**src/rtl/epb_pkg.sv**
```systemverilog
// Shared definitions for the Wishbone-to-EPB master bridge: FSM state
// encoding and EPB bus widths.
package epb_pkg;

  typedef enum logic [1:0] {
    IDLE    = 2'd0,
    SETUP   = 2'd1,
    STROBE  = 2'd2,
    RECOVER = 2'd3
  } epb_state_t;

  localparam int EPB_ADDR_W = 5;
  localparam int EPB_DATA_W = 8;
  localparam logic [EPB_DATA_W-1:0] EPB_TIMEOUT_DATA = 8'hFF;

endpackage

```
**src/rtl/epb_timeout_ctr.sv**
```systemverilog
// Wait-state counter for the EPB strobe phase; flags expiry when the next
// edge would bring the count to TIMEOUT_CYCLES.
module epb_timeout_ctr #(
  parameter int TO_W           = 8,
  parameter int TIMEOUT_CYCLES = 255
) (
  input  logic clk,
  input  logic reset,
  input  logic clear,
  input  logic enable,
  output logic expired
);

  logic [TO_W-1:0] cnt_q, cnt_d;

  assign expired = enable && (cnt_q == TO_W'(TIMEOUT_CYCLES - 1));

  always_comb begin
    cnt_d = cnt_q;
    if (clear) begin
      cnt_d = '0;
    end else if (enable && !expired) begin
      cnt_d = cnt_q + 1'b1;
    end
  end

  always_ff @(posedge clk) begin
    if (reset) begin
      cnt_q <= '0;
    end else begin
      cnt_q <= cnt_d;
    end
  end

endmodule

```
**src/rtl/wb_epb_master.sv**
```systemverilog
// Wishbone slave to EPB master bridge: one registered EPB transaction per
// Wishbone cycle, completed by rdy or aborted by timeout.
module wb_epb_master
  import epb_pkg::*;
#(
  parameter int TIMEOUT_CYCLES = 255,
  parameter int TO_W           = 8,
  parameter int RECOVER_CYCLES = 2
) (
  input  logic                  clk,
  input  logic                  reset,
  input  logic                  wb_cyc_i,
  input  logic                  wb_stb_i,
  input  logic                  wb_we_i,
  input  logic                  wb_sel_i,
  input  logic [EPB_ADDR_W-1:0] wb_adr_i,
  input  logic [EPB_DATA_W-1:0] wb_dat_i,
  output logic [EPB_DATA_W-1:0] wb_dat_o,
  output logic                  wb_ack_o,
  output logic                  wb_err_o,
  output logic                  epb_cs_n,
  output logic                  epb_oe_n,
  output logic                  epb_we_n,
  output logic                  epb_be_n,
  output logic [EPB_ADDR_W-1:0] epb_addr,
  output logic [EPB_DATA_W-1:0] epb_data_o,
  output logic                  epb_data_oe,
  input  logic [EPB_DATA_W-1:0] epb_data_i,
  input  logic                  epb_rdy_i
);

  localparam int RC_W = (RECOVER_CYCLES > 1) ? $clog2(RECOVER_CYCLES) : 1;

  epb_state_t            state_q, state_d;
  logic [RC_W-1:0]       rcnt_q, rcnt_d;
  logic                  we_q, we_d;
  logic                  cs_n_q, cs_n_d, oe_n_q, oe_n_d, we_n_q, we_n_d, be_n_q, be_n_d;
  logic [EPB_ADDR_W-1:0] addr_q, addr_d;
  logic [EPB_DATA_W-1:0] data_o_q, data_o_d, dat_o_q, dat_o_d;
  logic                  data_oe_q, data_oe_d, ack_q, ack_d, err_q, err_d;
  logic                  to_clear, to_en, to_expired;

  epb_timeout_ctr #(
    .TO_W          (TO_W),
    .TIMEOUT_CYCLES(TIMEOUT_CYCLES)
  ) u_timeout (
    .clk    (clk),
    .reset  (reset),
    .clear  (to_clear),
    .enable (to_en),
    .expired(to_expired)
  );

  always_comb begin
    state_d   = state_q;
    rcnt_d    = rcnt_q;
    we_d      = we_q;
    cs_n_d    = cs_n_q;
    oe_n_d    = oe_n_q;
    we_n_d    = we_n_q;
    be_n_d    = be_n_q;
    addr_d    = addr_q;
    data_o_d  = data_o_q;
    data_oe_d = data_oe_q;
    dat_o_d   = dat_o_q;
    ack_d     = 1'b0;
    err_d     = 1'b0;
    to_clear  = 1'b0;
    to_en     = 1'b0;
    case (state_q)
      IDLE: begin
        if (wb_cyc_i && wb_stb_i) begin
          we_d      = wb_we_i;
          addr_d    = wb_adr_i;
          data_o_d  = wb_dat_i;
          we_n_d    = !wb_we_i;
          be_n_d    = !wb_sel_i;
          data_oe_d = wb_we_i;
          state_d   = SETUP;
        end
      end
      SETUP: begin
        cs_n_d   = 1'b0;
        oe_n_d   = we_q;
        to_clear = 1'b1;
        state_d  = STROBE;
      end
      STROBE: begin
        to_en = 1'b1;
        if (epb_rdy_i || to_expired) begin
          cs_n_d    = 1'b1;
          oe_n_d    = 1'b1;
          we_n_d    = 1'b1;
          be_n_d    = 1'b1;
          data_oe_d = 1'b0;
          rcnt_d    = '0;
          state_d   = RECOVER;
          // rdy takes priority when it coincides with expiry
          if (epb_rdy_i) begin
            ack_d = wb_cyc_i;
            if (!we_q) dat_o_d = epb_data_i;
          end else begin
            err_d = wb_cyc_i;
            if (!we_q) dat_o_d = EPB_TIMEOUT_DATA;
          end
        end
      end
      RECOVER: begin
        if (rcnt_q == RC_W'(RECOVER_CYCLES - 1)) begin
          state_d = IDLE;
        end else begin
          rcnt_d = rcnt_q + 1'b1;
        end
      end
      default: state_d = IDLE;
    endcase
  end

  always_ff @(posedge clk) begin
    if (reset) begin
      state_q   <= IDLE;
      rcnt_q    <= '0;
      we_q      <= 1'b0;
      cs_n_q    <= 1'b1;
      oe_n_q    <= 1'b1;
      we_n_q    <= 1'b1;
      be_n_q    <= 1'b1;
      addr_q    <= '0;
      data_o_q  <= '0;
      data_oe_q <= 1'b0;
      dat_o_q   <= '0;
      ack_q     <= 1'b0;
      err_q     <= 1'b0;
    end else begin
      state_q   <= state_d;
      rcnt_q    <= rcnt_d;
      we_q      <= we_d;
      cs_n_q    <= cs_n_d;
      oe_n_q    <= oe_n_d;
      we_n_q    <= we_n_d;
      be_n_q    <= be_n_d;
      addr_q    <= addr_d;
      data_o_q  <= data_o_d;
      data_oe_q <= data_oe_d;
      dat_o_q   <= dat_o_d;
      ack_q     <= ack_d;
      err_q     <= err_d;
    end
  end

  assign epb_cs_n    = cs_n_q;
  assign epb_oe_n    = oe_n_q;
  assign epb_we_n    = we_n_q;
  assign epb_be_n    = be_n_q;
  assign epb_addr    = addr_q;
  assign epb_data_o  = data_o_q;
  assign epb_data_oe = data_oe_q;
  assign wb_dat_o    = dat_o_q;
  assign wb_ack_o    = ack_q;
  assign wb_err_o    = err_q;

endmodule
```
**config.mk**
```make
export PLATFORM = sky130hd
export DESIGN_NAME = wb_epb_master
export DESIGN_NICKNAME = d
export VERILOG_FILES = /design/src/rtl/epb_pkg.sv /design/src/rtl/epb_timeout_ctr.sv /design/src/rtl/wb_epb_master.sv
export SDC_FILE = /design/constraint.sdc
export NUM_CORES = 1
export LEC_CHECK = 0
export CORE_ASPECT_RATIO = 0.8
export CORE_MARGIN = 8
export CORE_UTILIZATION = 40
export DETAILED_ROUTE_END_ITERATION = 8
export PLACE_DENSITY = 0.69
export SLEW_MARGIN = 0
export SYNTH_ARGS = -nofsm -noshare
export SYNTH_HDL_FRONTEND = slang
export SYNTH_HIERARCHICAL = 1
export SYNTH_SLANG_ARGS = --single-unit
```
**constraint.sdc**
```tcl
create_clock -name clk -period 2.6 [get_ports clk]
set_input_delay 0.26 -clock clk [delete_from_list [all_inputs] [get_ports clk]]
set_output_delay 0.26 -clock clk [all_outputs]
set_load 0.01 [all_outputs]
```
* Yosys cells after proc, flatten, opt, wreduce, memory -nomap -nowiden
Index checks and enable logic that the tools add are counted.
Word-level totals: register bits after elaboration 40, input bits 28, output and inout bits 28, word-level logic and storage cells 68
Operators by class: add/subtract/negate cells 2, eq/ne operators 7, muxes and demuxes 21, bitwise logic cells 4, reductions and logical operators 20
Operators by type and width (number):
- $mux 8 | 3
- $pmux 1 s2 | 6
- $reduce_and 3->1 | 3
- $add 8x1->8 const B | 1
- $eq 8x8->1 const B | 1
- $mux 1 | 8
- $pmux 2 s4 | 1
- $reduce_or 4->1 | 2
- $mux 2 | 3
- $ne 2x2->1 const B | 3
- $reduce_and 2->1 | 3
- $reduce_bool 2->1 | 3
- $eq 2x2->1 const B | 2
- $not 1->1 | 4
- $logic_and 1x1->1 | 3
- $logic_not 1->1 | 3
- $eq 2x1->1 const B | 1
- $logic_not 2->1 | 1
- $reduce_or 2->1 | 1
- $add 1x1->1 const B | 1
- $logic_or 1x1->1 | 1

* Depth between registers and ports, before layout
word-level depth 6, gate-level depth with buffers 9, mapped depth without buffers 7

* Cells and area by module
Netlist, hierarchy kept.
By module, submodules not included:
- wb_epb_master | times used 1, cells each 154, area an instance 1347.5 um2, sequential area each 640.6 um2
- epb_timeout_ctr | times used 1, cells each 51, area an instance 455.4 um2, sequential area each 160.2 um2

* Worst setup path after synthesis
OpenSTA, ideal clock, no wires.
path type flip-flop to flip-flop, start reg u_timeout.cnt_q[0], end reg we_n_q (netlist: epb_we_n), library setup time 0.120 ns, arrival 1.702 ns, data required time 2.480 ns, slack 0.779 ns, cell stages (with the launch flop) 9, buffers on the path 1, cells stage by stage dfxtp_1 -> inv_1 -> ha_1 -> and3_4 -> buf_6 -> and3_1 -> nor3b_2 -> nor3_1 -> o31a_1
On the way: word-level cells in the longest chain between the ends 5
RTL lines:
- from (decl) | line epb_timeout_ctr.sv:14 | logic [TO_W-1:0] cnt_q, cnt_d;
- from (signal assigned) | line epb_timeout_ctr.sv:31 | cnt_q <= cnt_d;
- $eq 8x8->1 | line epb_timeout_ctr.sv:16 | assign expired = enable && (cnt_q == TO_W'(TIMEOUT_CYCLES - 1));
- $logic_and 1x1->1 | line epb_timeout_ctr.sv:16
- via to_expired | line wb_epb_master.sv:41 | logic to_clear, to_en, to_expired;
- $logic_or 1x1->1 | line wb_epb_master.sv:90 | if (epb_rdy_i || to_expired) begin
- $ne 2x2->1 (no source line)
- $reduce_and 3->1 (no source line)
- to (signal assigned) | line wb_epb_master.sv:140 | we_n_q <= we_n_d;
- to (decl) | line wb_epb_master.sv:37 | logic cs_n_q, cs_n_d, oe_n_q, oe_n_d, we_n_q, we_n_d, be_n_q, be_n_d;
The timed path passes the listed nets, and every way through them passes these cells. A chain may end at the register's enable or synchronous reset.

* Final worst setup path
Ends and elaborated chain as after synthesis.

==> impl_metrics.env <==
export IMPL_outcome="finished clean"
export IMPL_yosys_register_bits=40
export IMPL_slowest_stage="dfxtp_1"
export IMPL_routed_via_density=5.08
export IMPL_critPathRequiredTime_ps=2770
export IMPL_dieArea_sq_um=6930
export IMPL_yosys_warnings=6
export IMPL_synth_yosys_seq_area_share=0.444
export IMPL_drive_gt1_frac=0.0620
export IMPL_hp_class="flip-flop to flip-flop"
export IMPL_grt_usage=0.126
export IMPL_start_kind="flip-flop"
export IMPL_finalSetupViolCount=0
export IMPL_max_clock_freq_ghz=0.523
export IMPL_worst_path_max_fanout=6
export IMPL_drc=0
export IMPL_fin_area_sq_um=2470
export IMPL_power_frac_clock=0.217
export IMPL_gp_congestion=0.794
export IMPL_dpl_hpwl_um=3250
export IMPL_synth_edf_count=0
export IMPL_clock_sinks=40
export IMPL_worst_pin_slew_ps=499
export IMPL_cts_tree="yes"
export IMPL_clkSlewWorstSetupHoldPaths_ps=80
export IMPL_cts_root_buffer_cell="clkbuf_8"
export IMPL_endpoint_kind="flip-flop"
export IMPL_finalWirelength_um=4430
export IMPL_cts_made_buffers=5
export IMPL_synth_avg_cell_area_sq_um=8.80
export IMPL_cts_setup_buffers=0
export IMPL_crit_type="flip-flop to flip-flop"
export IMPL_ir_worst_vdd_mv=0.479
export IMPL_dieHeight_um=76.1
export IMPL_detail_route_antenna_nets=0
export IMPL_cpPeakStageDelay_ps=400
export IMPL_firstDrtPassIters=4
export IMPL_coreArea_sq_um=4460
export IMPL_diodes=0
export IMPL_synth_distinct_cells=44
export IMPL_clk_path_buf_depth=2
export IMPL_grt_max_degree=25
export IMPL_initial_core_util=0.404
export IMPL_period_share=0.735
export IMPL_yosys_most_used_dff="dfxtp_1"
export IMPL_cts_max_level=2
export IMPL_min_from="epb_addr[0]"
export IMPL_post_drt_wl_per_cell_um=13.9
export IMPL_ys_async_sr_fraction=0
export IMPL_rsz0062_at_grt="no"
export IMPL_finalSetupTns_ps=0
export IMPL_slew_violations=0
export IMPL_overflow=0
export IMPL_portBuffers=55
export IMPL_syn_nets=240
export IMPL_slew_headroom=0.667
export IMPL_clk_latency_ps=280
export IMPL_worstReg2RegStart="u_timeout/cnt_q[0]"
export IMPL_vias=1615
export IMPL_grt_pass1_wl_um=7320
export IMPL_die_width_um=91.1
export IMPL_seq_power_share=0.419
export IMPL_p_int_uw=1230
export IMPL_power_density_nw_per_um2=751
export IMPL_hold_violations=0
export IMPL_pin_count=56
export IMPL_nNetsFinal=292
export IMPL_fin_crit_ps=1910
export IMPL_cts_resized=0
export IMPL_syn_area_sq_um=1800
export IMPL_worst_ep_arrival_time_ps=2090
export IMPL_num_rows=22
export IMPL_p_sw_uw=624
export IMPL_max_cap_violations=0
export IMPL_drt_iter0_drc=78
export IMPL_finalClockSkew_ps=4.42
export IMPL_placed_area_sq_um=2380
export IMPL_leakage_uw=0.000886
export IMPL_comb_power_share=0.364
export IMPL_antenna_found_initial=0
export IMPL_syn_to_final_growth_pct=37.0
export IMPL_path_cells="inv_1 > ha_1 > and3_4 > and3_1 > nor3b_2 > nor3_1 > o31a_1"
export IMPL_grt_pass1_vias=1509
export IMPL_crit_start="u_timeout/cnt_q[0]"
export IMPL_synth_cells=205
export IMPL_p_total_uw=1860
export IMPL_holdBufCountCts=0
export IMPL_p_sw_frac=0.336
-- critical path: cells and delay by family, from the launching register on --
kind / cells / cell delay (ps)
buf+inv: 1 / 80
flops: 1 / 400
fa+ha+maj: 1 / 240
compound gates: 1 / 240
simple gates: 4 / 830
-- Yosys cell counts (all sizes together), types with 6 or more instances --
cell type	count	area share
dfxtp	40	0.44
nand2	34	0.071
a21oi	27	0.075
nor3	9	0.025
nor4bb	8	0.044
o21ai	8	0.024
clkbuf	7	0.015
ha	7	0.049
inv	7	0.015
buf	6	0.024
nand2b	6	0.021
-- sequential cells by signal, summed over array words and instances (netlist names) --
name             count
state_q              2
rcnt_q               1
wb_dat_o             8
wb_err_o             1
wb_ack_o             1
epb_oe_n             1
we_q                 1
epb_addr             5
u_timeout/cnt_q      8
epb_be_n             1
epb_data_o           8
epb_we_n             1
epb_cs_n             1
epb_data_oe          1
-- path summary, 6_finish.rpt --
path / endpoint / slack, ps / cells after the start
setup / recovery: epb_we_n / 690 / 7
hold / removal: epb_addr[0] / 450 / 2
setup reg to reg: epb_we_n / 690 / 7
hold reg to reg: epb_addr[0] / 450 / 2
-- cells by family after synthesis --
family / synth area share
muxes: 0.0111
DFF: 0.444
and+or+nand+nor: 0.257
AOI/OAI and AO/OA: 0.187
buffers and inverters: 0.0527
adders and majority gates: 0.0486
-- per-layer routing --
| metal | track usage | part of all wire |
|---|---|---|
| met4 | 0.0294 | 0.0061 |
| met1 | 0.169 | 0.49 |
| met5 | 0 | 0 |
| met3 | 0.0522 | 0.072 |
| met2 | 0.180 | 0.43 |
-- power by group through the flow --
stage	Sequential, uW	Clock (uW)	Combinational (uW)
floorplan	809	0	385
global placement	790	0	676
detailed placement	791	0	677
CTS	779	414	682
global route	791	437	753
finish	778	403	675
-- cell type report --
| class | count | area, sq um |
|---|---|---|
| Clock inverter | 3 | 18.8 |
| Fill cell | 430 | 1990 |
| Timing Repair Buffer | 58 | 573 |
| Multi-Input combinational cell | 145 | 907 |
| Tap cell | 60 | 75.1 |
| Inverter | 7 | 26.3 |
| Sequential cell | 40 | 801 |
| Clock buffer | 5 | 68.8 |
-- through the flow --
stage,util,cells,hold WS [ps],worst slack (ps)
final,0.554,318,453,689
after global routing,0.554,318,471,559
after CTS,0.554,318,456,691
after detailed placement,0.534,310,446,665
after global placement,0.534,310,441,701
after floorplan,-,205,396,779
-- cell usage in the layout (no fill, tap or decap), types with 2 or more instances in the layout --
master           synthesis  layout
and2_1                   2       2
o21ai_0                  4       4
nand3_1                  3       3
nand2_1                 34      34
dfxtp_1                 40      40
nand2b_1                 6       6
a211oi_1                 3       3
clkdlybuf4s50_1          0      55
ha_1                     7       7
o21bai_1                 2       2
buf_4                    0       3
nor4bb_1                 8       8
clkbuf_8                 0       5
o21ai_1                  3       3
and4_1                   2       2
inv_1                    6       6
nor4b_1                  2       2
and3_1                   3       3
a21oi_1                 27      27
a21o_1                   2       2
mux2i_1                  2       2
nor2_1                   3       3
a31oi_1                  3       3
nor3_1                   9       9
clkinv_2                 0       2
nand4_1                  2       2
Power figures use the tool's default switching activity.
==> patch 1: new RTL, config.mk and constraints unchanged <==
The package constant `EPB_TIMEOUT_DATA` goes from 8'hFF to 8'h80.
--- a/src/rtl/epb_pkg.sv
+++ b/src/rtl/epb_pkg.sv
@@ -12,5 +12,5 @@
   localparam int EPB_ADDR_W = 5;
   localparam int EPB_DATA_W = 8;
-  localparam logic [EPB_DATA_W-1:0] EPB_TIMEOUT_DATA = 8'hFF;
+  localparam logic [EPB_DATA_W-1:0] EPB_TIMEOUT_DATA = 8'h80;
 
 endpackage
Function: no difference found for any inputs over 10 cycles, from zero or initial values and one cycle with reset high; that may be too few to reach the edited logic, so the function may still have changed.
==> patch 1 against the unedited design <==
  * Worst setup slack got worse by 72 ps
  * Synthesized area fell by 1.5%
  * Cell area is 0.86% lower
  * Count of clock-buffer cells in the layout rose by 1
  * Wire length grew 1.7%
  * Die area shrank 1.2%
  * Fmax down 3.7%
  * First-iteration DRC count decreased by 17%
  * Sequential cell count unchanged
  * Power decreased by 2.8%
  * Largest power group unchanged
  * Highest routed layer unchanged
==> patch 1: results (changes against the unedited design) <==
- R2R setup slack: 620 ps (-70 ps)
- CP max stage delay: 420 ps (+20 ps)
- Final nets: 293 (+0.34%)
- Clock Skews: 6.21 ps (+1.79 ps)
- Via density per instance: 5.13 (+1.1%)
- Initial DRT Pass Iterations: 2 (-2)
- Hold_ws: 454 ps (+1.07 ps)
- Final HPWL DP: 3330 µm (+2.6%)
- DR iter-0 viols: 65 (-17%)
- Synth Area in Compound Gates: 21.2% (+2.5 points)
- Mux cell area share after synthesis: 1.13% (+0.017 points)
- GP Congestion: 0.781 (-1.6%)
- Dpl cells: 308 (-0.65%)
- P_comb: 0.620 mW (-8.1%)
- Avg Cell Area, Syn: 8.66 µm² (-1.5%)
- Post-Synth Adder-Cell Area: 4.93% (+0.075 points)
- Top cells by count, synth: 40 x dfxtp_1, 34 x nand2_1, 27 x a21oi_1, 13 x o21ai_0, 9 x nand4_1
- Number of global-route vias before repair: 1568 (+3.9%)
- VDD IR max: 453 µV (-5.4%)
- Run status: complete, no violations
- Post-synthesis sequential area ratio: 45.1% (+0.69 points)
- Slew HR: 66.6% (-0.16 points)
- Leakage: 0.874 nW (-1.3%)
- Synth top area cells: dfxtp_1 45%, a21oi_1 7.6%, nand2_1 7.2%, ha_1 4.9%, o21ai_0 3.7%
- Placed cell area: 0.00236 mm² (-1.1%)
- Combinational fraction of design power: 34.4% (-2.0 points)
-- patch 1: final cells by class --
class | count | area (µm²)
Fill cell | 398 | 1780
Sequential cell | 40 | 801
Tap cell | 57 | 71.3
Clock buffer | 6 | 82.6
Clock inverter | 2 | 10.0
Inverter | 7 | 26.3
Timing Repair Buffer | 58 | 573
Multi-Input combinational cell | 146 | 885
-- patch 1: per-layer routing --
metal,vias up,GRT usage [%],wire length (µm)
met2,39,19.0,1820
met3,7,5.61,292
li1,843,-,-
met5,-,0,0
met1,733,17.0,2330
met4,0,4.96,59
-- patch 1: worst max path at each step --
stage / start / slack, ps / end
floorplan: u_timeout/cnt_q[0] / 760 / epb_we_n
global placement: wb_cyc_i / 690 / epb_we_n
detailed placement: u_timeout/cnt_q[0] / 650 / epb_we_n
CTS: u_timeout/cnt_q[0] / 640 / epb_we_n
global route: u_timeout/cnt_q[0] / 450 / wb_dat_o[3]
finish: u_timeout/cnt_q[0] / 620 / epb_we_n
==> patch 2: new RTL, same flow settings <==
Without the edit above. `addr_q` no longer has a reset.
--- a/src/rtl/wb_epb_master.sv
+++ b/src/rtl/wb_epb_master.sv
@@ -126,5 +126,4 @@
       we_n_q    <= 1'b1;
       be_n_q    <= 1'b1;
-      addr_q    <= '0;
       data_o_q  <= '0;
       data_oe_q <= 1'b0;
@@ -140,5 +139,4 @@
       we_n_q    <= we_n_d;
       be_n_q    <= be_n_d;
-      addr_q    <= addr_d;
       data_o_q  <= data_o_d;
       data_oe_q <= data_oe_d;
@@ -147,4 +145,8 @@
       err_q     <= err_d;
     end
+  end
+
+  always_ff @(posedge clk) begin
+    addr_q <= addr_d;
   end
 
Function: changed (a bounded check fails within 4 cycles, from zero or initial values and one cycle with reset high).
==> patch 2 against the unedited design <==
  * Synthesized area fell by 1.5%
  * Global-route usage rose by 0.41 points
  * Wire length fell by 2.8%
  * Synthesized cell count fell by 8.8%
  * Power fell by 1.2%
  * Cell area fell by 1.1%
  * Via count fell by 6.3%
  * Sequential power rose by 2%
  * Sequential cell count did not move
  * Worst setup slack got worse by 100 ps
  * Combinational power fell by 2%
  * Critical path type unchanged
  * Largest power group unchanged
==> patch 2: results (changes against the unedited design) <==
- Run status: complete, no violations
- GP Congestion: 0.781 (-1.6%)
- Layout cells sized above 1: 4.94% (-1.3 points)
- Post-synth ARST share: 0% (unchanged)
- GRT Util Overall: 13.0% (+0.41 points)
- Skew-Pair Late Insertion Delay: 280 ps (about the same)
- Post-synth EDFFs: 5 (+5)
- Synth top area cells: dfxtp_1 39%, edfxtp_1 8.5%, a21oi_1 6.2%, nand2_1 5.1%, ha_1 4.9%
- First-pass GRT wire length: 7110 µm (-2.9%)
- Hold path startpoint: epb_data_o[0]
- Worst EP arrival: 2220 ps (+130 ps)
- Final nets: 277 (-5.1%)
- DR iter-0 viols: 51 (-35%)
- R2R cell count: 6 (-1)
- Dpl cells: 292 (-5.8%)
- Via density per instance: 5.04 (-0.69%)
- R2r endpoint: wb_dat_o[7]
- Fillers: 404 (-6.0%)
- Number of global-route vias before repair: 1421 (-5.8%)
- Hold_ws: 455 ps (+1.82 ps)
- Largest net degree at the start of global routing: 18 (-28%)
- Clock Skews: 6.09 ps (+1.67 ps)
- DP Worst Slack: 577 ps (-88.6 ps)
- CTS Buf Count: 5 (unchanged)
- Reg-to-Reg Start: state_q[0]
- Slew HR: 67.4% (+0.70 points)
- Post-synthesis sequential area ratio: 47.9% (+3.5 points)
- Leakage: 0.867 nW (-2.2%)
- Hold Crit Endpoint: epb_data_o[0]
- VDD IR max: 311 µV (-35%)
- Via count: 1513 (-6.3%)
- Synth unique cells: 46 (+4.5%)
- Post-Syn Instances: 187 (-8.8%)
- Antenna cells: 0 (unchanged)
- R2R setup slack: 590 ps (-100 ps)
- Critical Path Fanout Max: 17 (+11)
- Top cells by count, synth: 35 x dfxtp_1, 24 x nand2_1, 22 x a21oi_1, 9 x nor3_1, 8 x nor4bb_1
- PortBufs: 55 (unchanged)
- Average wire per cell in the routed design: 14.3 µm (+3.1%)
- Post-Syn Nets: 222 (-7.5%)
- Final HPWL DP: 3200 µm (-1.4%)
==> patch 2: final cells by class <==
class / count / area, µm² / area share, %
flip-flops and latches: 40 / 851 / 34.8
multi-input cells: 129 / 838 / 34.3
repair buffers: 58 / 573 / 23.5
clock buffers: 7 / 76.3 / 3.12
well taps: 57 / 71.3 / 2.92
inverters: 8 / 30.0 / 1.23
clock inverters: 1 / 3.75 / 0.154
==> patch 2: critical path, cell delays in order, from the launching register on <==
cell	delay, ps
dfxtp_1	340
inv_1	130
ha_1	500
and3_1	300
o21a_1	360
a21oi_1	120
nor3_1	180
==> patch 2: per-stage QoR <==
stage	utilization, %	cell area [µm²]
3_5_place_dp	55.9	2360
4_1_cts	57.8	2440
5_1_grt	57.8	2440
3_3_place_gp	55.9	2360
6_report	57.8	2440
2_1_floorplan	-	1780
==> patch 2: per-layer routing <==
metal	track usage, %	routed length [µm]
met1	16.7	2140
met2	18.2	1710
met3	6.59	424
met4	4.41	36
met5	0	0
==> patch 2: power by group <==
part,leakage (nW),total (mW),switching (mW),internal [mW]
clock network,0.0399,0.379,0.193,0.187
registers,0.331,0.794,0.0674,0.726
logic,0.496,0.660,0.329,0.331
total,0.867,1.83,0.589,1.24
==> patch 2: worst max-delay path by stage <==
stage,from,end,slack (ps)
floorplan,u_timeout/cnt_q[0],epb_we_n,780
global placement,wb_stb_i,epb_addr[2],650
detailed placement,state_q[0],wb_dat_o[7],580
CTS,state_q[0],wb_dat_o[7],550
global route,state_q[0],wb_dat_o[2],410
finish,state_q[0],wb_dat_o[7],590
==> patch 2: logic make-up after synthesis <==
| logic type | synth area share, % |
|---|---|
| adders and majority gates | 4.93 |
| AOI/OAI and AO/OA | 17.8 |
| DFF | 47.9 |
| muxes | 1.13 |
| and+or+nand+nor | 23.3 |
| buffers and inverters | 4.93 |
